File: config.mk
export PLATFORM = sky130hd
export DESIGN_NAME = ps2_device_tx
export DESIGN_NICKNAME = d
export VERILOG_FILES = /design/src/rtl/ps2_device_tx.sv
export SDC_FILE = /design/constraint.sdc
export NUM_CORES = 1
export LEC_CHECK = 0
export BUFFER_PORTS_ARGS = -buffer_cell sky130_fd_sc_hd__buf_2
export CAP_MARGIN = 20
export CORE_MARGIN = 3
export CORE_UTILIZATION = 61
export CTS_BUF_LIST = sky130_fd_sc_hd__clkbuf_4
export DETAILED_ROUTE_END_ITERATION = 16
export PLACE_DENSITY = 0.78
export SYNTH_ARGS = -nofsm -noshare
export SYNTH_HDL_FRONTEND = slang
export SYNTH_SLANG_ARGS = --single-unit
export TNS_END_PERCENT = 20
File: constraint.sdc
create_clock -name clk_sys -period 2.45 [get_ports clk_sys]
set_input_delay 0.1225 -clock clk_sys [delete_from_list [all_inputs] [get_ports clk_sys]]
set_output_delay 0.1225 -clock clk_sys [all_outputs]
set_load 0.005 [all_outputs]
File: src/rtl/ps2_device_tx.sv
// Device-side PS/2 transmitter: serialises queued bytes onto open-drain clk/data drives.
// Optional build macro PS2_TX_FIFO_EN selects a FIFO_DEPTH-entry byte FIFO instead of one register.
module ps2_device_tx #(
  parameter int unsigned CLK_HZ     = 28000000,
  parameter int unsigned PS2_HZ     = 12500,
  parameter int unsigned GAP_US     = 50,
  parameter int unsigned FIFO_DEPTH = 8
) (
  input  logic       clk_sys,
  input  logic       reset,
  input  logic [7:0] tx_data,
  input  logic       tx_valid,
  output logic       tx_ready,
  output logic       ps2_clk_out,
  output logic       ps2_data_out,
  input  logic       ps2_clk_in,
  input  logic       ps2_data_in,
  output logic       busy,
  output logic       host_req,
  output logic       overflow
);

  localparam int unsigned HalfCycles = CLK_HZ / (2 * PS2_HZ);
  localparam int unsigned GapCycles  = 32'((64'(GAP_US) * 64'(CLK_HZ)) / 64'd1000000);
  localparam int unsigned CntMax     = (GapCycles > HalfCycles) ? GapCycles : HalfCycles;
  localparam int unsigned CntW       = $clog2(CntMax + 1);

  localparam logic [1:0] StIdle    = 2'd0;
  localparam logic [1:0] StWaitGap = 2'd1;
  localparam logic [1:0] StShift   = 2'd2;
  localparam logic [1:0] StGap     = 2'd3;

  if (FIFO_DEPTH < 2 || (FIFO_DEPTH & (FIFO_DEPTH - 1)) != 0 || HalfCycles < 1 ||
      GapCycles < 1) begin : g_param_check
    $error("ps2_device_tx: FIFO_DEPTH must be a power of two >= 2 and timings non-zero");
  end

  logic       push;
  logic       pop;
  logic       pending;
  logic [7:0] head;

  assign push = tx_valid & tx_ready;

`ifdef PS2_TX_FIFO_EN
  localparam int unsigned PtrW = $clog2(FIFO_DEPTH);

  logic [7:0]      mem_q [FIFO_DEPTH];
  logic [PtrW-1:0] wr_ptr_q;
  logic [PtrW-1:0] rd_ptr_q;
  logic [PtrW:0]   count_q;
  logic            full;

  assign full     = (count_q == (PtrW + 1)'(FIFO_DEPTH));
  assign pending  = (count_q != '0);
  assign head     = mem_q[rd_ptr_q];
  assign tx_ready = ~full;

  always_ff @(posedge clk_sys) begin
    if (reset) begin
      wr_ptr_q <= '0;
      rd_ptr_q <= '0;
      count_q  <= '0;
    end else begin
      if (push) begin
        wr_ptr_q <= wr_ptr_q + 1'b1;
      end
      if (pop) begin
        rd_ptr_q <= rd_ptr_q + 1'b1;
      end
      if (push && !pop) begin
        count_q <= count_q + 1'b1;
      end else if (pop && !push) begin
        count_q <= count_q - 1'b1;
      end
    end
  end

  always_ff @(posedge clk_sys) begin
    if (push) begin
      mem_q[wr_ptr_q] <= tx_data;
    end
  end
`else
  logic [7:0] hold_q;
  logic       hold_valid_q;

  assign pending  = hold_valid_q;
  assign head     = hold_q;
  assign tx_ready = ~hold_valid_q;

  always_ff @(posedge clk_sys) begin
    if (reset) begin
      hold_valid_q <= 1'b0;
      hold_q       <= 8'h00;
    end else begin
      if (push) begin
        hold_valid_q <= 1'b1;
        hold_q       <= tx_data;
      end else if (pop) begin
        hold_valid_q <= 1'b0;
      end
    end
  end
`endif

  logic [1:0]      clk_sync_q;
  logic [1:0]      data_sync_q;
  logic            clk_s;
  logic            data_s;
  logic            lines_high;

  logic [1:0]      state_q, state_d;
  logic [CntW-1:0] cnt_q, cnt_d;
  logic [3:0]      bit_q, bit_d;
  logic            low_phase_q, low_phase_d;
  logic            clk_out_q, clk_out_d;
  logic            data_out_q, data_out_d;
  logic            clk_low_prev_q, clk_low_prev_d;
  logic            host_req_q, host_req_d;
  logic            overflow_q, overflow_d;

  logic            listening;
  logic            req_det;
  logic [10:0]     frame;

  assign clk_s      = clk_sync_q[1];
  assign data_s     = data_sync_q[1];
  assign lines_high = clk_s & data_s;

  // Frame bit order on the wire: start, data LSB first, odd parity, stop.
  assign frame = {1'b1, ~^head, head, 1'b0};

  assign listening = (state_q == StIdle) || (state_q == StWaitGap);
  // Host request: clock was low last cycle and is now released while data is held low.
  assign req_det   = listening && clk_low_prev_q && clk_s && !data_s;

  always_comb begin
    state_d        = state_q;
    cnt_d          = cnt_q;
    bit_d          = bit_q;
    low_phase_d    = low_phase_q;
    clk_out_d      = clk_out_q;
    data_out_d     = data_out_q;
    clk_low_prev_d = listening ? ~clk_s : 1'b0;
    host_req_d     = req_det;
    overflow_d     = overflow_q | (tx_valid & ~tx_ready);
    pop            = 1'b0;

    case (state_q)
      StIdle: begin
        if (pending || req_det) begin
          state_d = StWaitGap;
          cnt_d   = '0;
        end
      end

      StWaitGap: begin
        if (!lines_high) begin
          cnt_d = '0;
        end else if (cnt_q == CntW'(GapCycles - 1)) begin
          cnt_d = '0;
          if (pending) begin
            state_d     = StShift;
            bit_d       = 4'd0;
            low_phase_d = 1'b0;
            clk_out_d   = 1'b1;
            data_out_d  = frame[0];
          end else begin
            state_d = StIdle;
          end
        end else begin
          cnt_d = cnt_q + 1'b1;
        end
      end

      StShift: begin
        // Host grabbing the clock before the parity low phase aborts; the byte stays queued.
        if (!low_phase_q && !clk_s && (bit_q <= 4'd9)) begin
          state_d     = StWaitGap;
          cnt_d       = '0;
          low_phase_d = 1'b0;
          clk_out_d   = 1'b1;
          data_out_d  = 1'b1;
        end else if (cnt_q == CntW'(HalfCycles - 1)) begin
          cnt_d = '0;
          if (!low_phase_q) begin
            low_phase_d = 1'b1;
            clk_out_d   = 1'b0;
          end else begin
            low_phase_d = 1'b0;
            clk_out_d   = 1'b1;
            if (bit_q == 4'd10) begin
              state_d    = StGap;
              data_out_d = 1'b1;
            end else begin
              bit_d      = bit_q + 4'd1;
              data_out_d = frame[bit_q + 4'd1];
            end
          end
        end else begin
          cnt_d = cnt_q + 1'b1;
        end
      end

      StGap: begin
        pop        = 1'b1;
        clk_out_d  = 1'b1;
        data_out_d = 1'b1;
        cnt_d      = '0;
        state_d    = StIdle;
      end

      default: begin
        state_d = StIdle;
      end
    endcase
  end

  always_ff @(posedge clk_sys) begin
    if (reset) begin
      clk_sync_q     <= 2'b11;
      data_sync_q    <= 2'b11;
      state_q        <= StIdle;
      cnt_q          <= '0;
      bit_q          <= 4'd0;
      low_phase_q    <= 1'b0;
      clk_out_q      <= 1'b1;
      data_out_q     <= 1'b1;
      clk_low_prev_q <= 1'b0;
      host_req_q     <= 1'b0;
      overflow_q     <= 1'b0;
    end else begin
      clk_sync_q     <= {clk_sync_q[0], ps2_clk_in};
      data_sync_q    <= {data_sync_q[0], ps2_data_in};
      state_q        <= state_d;
      cnt_q          <= cnt_d;
      bit_q          <= bit_d;
      low_phase_q    <= low_phase_d;
      clk_out_q      <= clk_out_d;
      data_out_q     <= data_out_d;
      clk_low_prev_q <= clk_low_prev_d;
      host_req_q     <= host_req_d;
      overflow_q     <= overflow_d;
    end
  end

  assign ps2_clk_out  = clk_out_q;
  assign ps2_data_out = data_out_q;
  assign busy         = (state_q != StIdle) | pending;
  assign host_req     = host_req_q;
  assign overflow     = overflow_q;

endmodule

==> flow_summary.toml <==
[power]
totalPowerFinal_uw = 1340
p_per_area_mw_per_mm2 = 574
power_frac_seq_pct = 47.0
switching_share_pct = 29.2
ir_drop_v = 0.000452
p_leak_uw = 0.000848
clockPowerShare_pct = 31.4
combPwrFrac_pct = 21.6
p_switching_uw = 392
intPower_uw = 950

[critical_path]
crit_type = "reg -> reg"
critPathRequiredTime_ps = 2690
start_kind = "register"
reg2reg_from = "bit_q[0]$_SDFFE_PP0P_"
endpoint_kind = "register"
worstPathMaxFanout = 9
cp-startpoint = "bit_q[0]$_SDFFE_PP0P_"
critPathArrivalTime_ps = 2490

[synthesis]
syn_inst = 251
synth-edff-count = 0
ys_seq_elements = 36
ys_async_sr_fraction_pct = 0
postSynthAreaPerCell_um2 = 8.45
post_synth_num_cell_types = 56
synth_area_mm2 = 0.00212
ys_seq_area_share_pct = 34.0
synth_ff_type = "dfxtp_1"
syn_nets = 273
yosys_warnings = 0

[min_path]
hp-start = "tx_data[2]"
hp-class = "in -> reg"

[layout]
regArea_um2 = 721
fin_util_pct = 73.5
drive_gt1_share_pct = 18.6
multiInputGateArea_mm2 = 0.00130
antennaDiodeCount = 0
finalNetCount = 290
fillCellCount = 285
syn_to_final_growth_pct = 10.2

[placement]
hpwlAfterDp_um = 3190
port_buffers = 18
place_congestion = 0.816

[clock_network]
cts.sinks = 36
cts-buffers-inserted = 5
clk_latency_ps = 330
post_cts_buffers = 0
cts_tree = "done"
cts_resized = 0
cts_root_buffer = "clkbuf_4"
path_clk_slew_ps = 120
clk_path_buf_depth = 2
htree_num_levels = 2
cts_hold_buf = 2

[floorplan]
die_y_um = 65.0
fp-row-count = 20
pin_count = 19
core_mm2 = 0.00318
dieArea_mm2 = 0.00422
fp.dieW_um = 65.0
start_util_pct = 66.7

[sta]
rsz0062_at_grt = "false"
setup_viol = 0
finalSetupTns_ps = 0
slew_violations = 0
finalHoldViolCount = 0
fmax_mhz = 445
finalCritPeriodShare_pct = 91.8
clock_skew_ps = 14.7
relSlewSlack_pct = 54.2
min_period_ps = 2250
tightest_slew_ps = 669

[detailed_routing]
drc = 0
wl_per_cell_um = 14.2
vias = 1804
firstDrtPassIters = 4
routed_wl_um = 4440
m1WireLength_um = 2260
via_per_inst = 5.76
wl_met3_um = 229
wl_met2_um = 1930
ant_nets = 0
top_layer = "met4"
drt_iter0_drc = 126

[grt]
grt_max_degree = 38
track_usage_pct = 23.4
grt-ovfl-total = 0
grt_pass1_vias = 1623
antenna_found_initial = 0
grt_first_pass_wirelength_um = 7670

[job]
maxCapViolCount = 0

[run_status]
status = "finished, final reports clean"
## layout by cell type (no fill, tap or decap), types with 3 or more instances in the layout
cell | netlist | routed
nor3_1 | 17 | 17
dfxtp_1 | 36 | 36
and2_1 | 4 | 4
o21ai_0 | 6 | 6
nand2_1 | 34 | 34
xor2_1 | 3 | 3
ha_1 | 9 | 9
nand4_1 | 5 | 5
or2_2 | 7 | 7
nor2_1 | 9 | 9
a31oi_1 | 3 | 3
a21oi_1 | 21 | 21
buf_4 | 1 | 4
buf_2 | 1 | 18
inv_1 | 12 | 12
xnor2_1 | 11 | 11
clkbuf_4 | 0 | 6
mux2i_1 | 4 | 4
nand3_1 | 8 | 8
a211oi_1 | 3 | 3
and3_1 | 3 | 3
## worst paths after layout
| path | endpoint | slack [ps] | depth (start not counted) |
|---|---|---|---|
| worst min register to register | data_sync_q[1]$_SDFF_PP1_ | 430 | 1 |
| worst min-delay path | head[2]$_SDFFE_PP0P_ | 20 | 3 |
| worst max-delay path | ps2_data_out$_SDFFE_PP1P_ | 200 | 7 |
| worst max register to register | ps2_data_out$_SDFFE_PP1P_ | 200 | 7 |
## flip-flops by register name, indices dropped and copies added, names as in the netlist
signal,flops
data_sync_q,2
low_phase_q,1
bit_q,4
ps2_clk_out,1
head,8
ps2_data_out,1
clk_sync_q,2
state_q,2
clk_low_prev_q,1
overflow,1
cnt_q,11
host_req,1
hold_valid_q,1
## cell families after synthesis
| kind of cell | Yosys count | synth area share, % |
|---|---|---|
| flip-flops | 36 | 34.0 |
| adder cells (fa/ha/maj) | 9 | 5.31 |
| multiplexers | 6 | 4.01 |
| AO/OA/AOI/OAI | 52 | 18.3 |
| XOR/XNOR | 14 | 5.78 |
| buffers and inverters | 26 | 4.90 |
| AND/OR/NAND/NOR | 108 | 27.7 |
## per-layer routing
layer / global-route usage [%] / up-vias
met2: 34.7 / 48
met1: 34.6 / 828
met3: 5.20 / 2
met4: 4.75 / 0
li1: - / 926
met5: 0 / -
## power by group through the flow
stage	registers (µW)	logic, µW	clock network, µW
after global routing	634	323	460
after global placement	643	280	0
after CTS	630	288	430
after floorplan	639	215	0
after detailed placement	644	283	0
final	631	290	421
## stage by stage
stage / worst slack [ps] / hold slack [ps] / cell area (µm²) / instances
3_3_place_gp: 316 / 305 / 2240 / 303
2_1_floorplan: 273 / 226 / 2120 / 251
6_report: 202 / 18.7 / 2340 / 313
5_1_grt: 67.7 / 16.3 / 2340 / 313
3_5_place_dp: 234 / 317 / 2240 / 303
4_1_cts: 223 / 7.95 / 2340 / 313
## critical path: stages, from the launching register on
cell and delay [ps]:
dfxtp_1 490, inv_1 150, ha_1 450, mux4_2 340, or2_2 280, nand4_1 100
o2111ai_1 110, o31a_1 240
## synth_stat cells (3+ instances only)
master	number	share of area (%)
clkbuf_1	10	1.8
nor2_1	9	1.6
xnor2_1	11	4.5
nand4_1	5	1.5
a211oi_1	3	1.1
dfxtp_1	36	34
mux2i_1	4	1.9
nand3_1	8	1.9
a21oi_1	21	5.0
inv_1	12	2.1
ha_1	9	5.3
xor2_1	3	1.2
o21ai_0	6	1.4
a31oi_1	3	0.89
and3_1	3	0.89
and2_1	4	1.2
nor3_1	17	4.0
or2_2	7	2.1
nand2_1	34	6.0
## cell type report
type	instances	share of cell area (%)
Sequential cell	36	30.8
Clock buffer	6	1.93
Timing Repair Buffer	24	6.00
Tap cell	44	2.36
Clock inverter	2	1.50
Multi-Input combinational cell	189	55.5
Inverter	12	1.93
(Power assumes the default switching activity.)
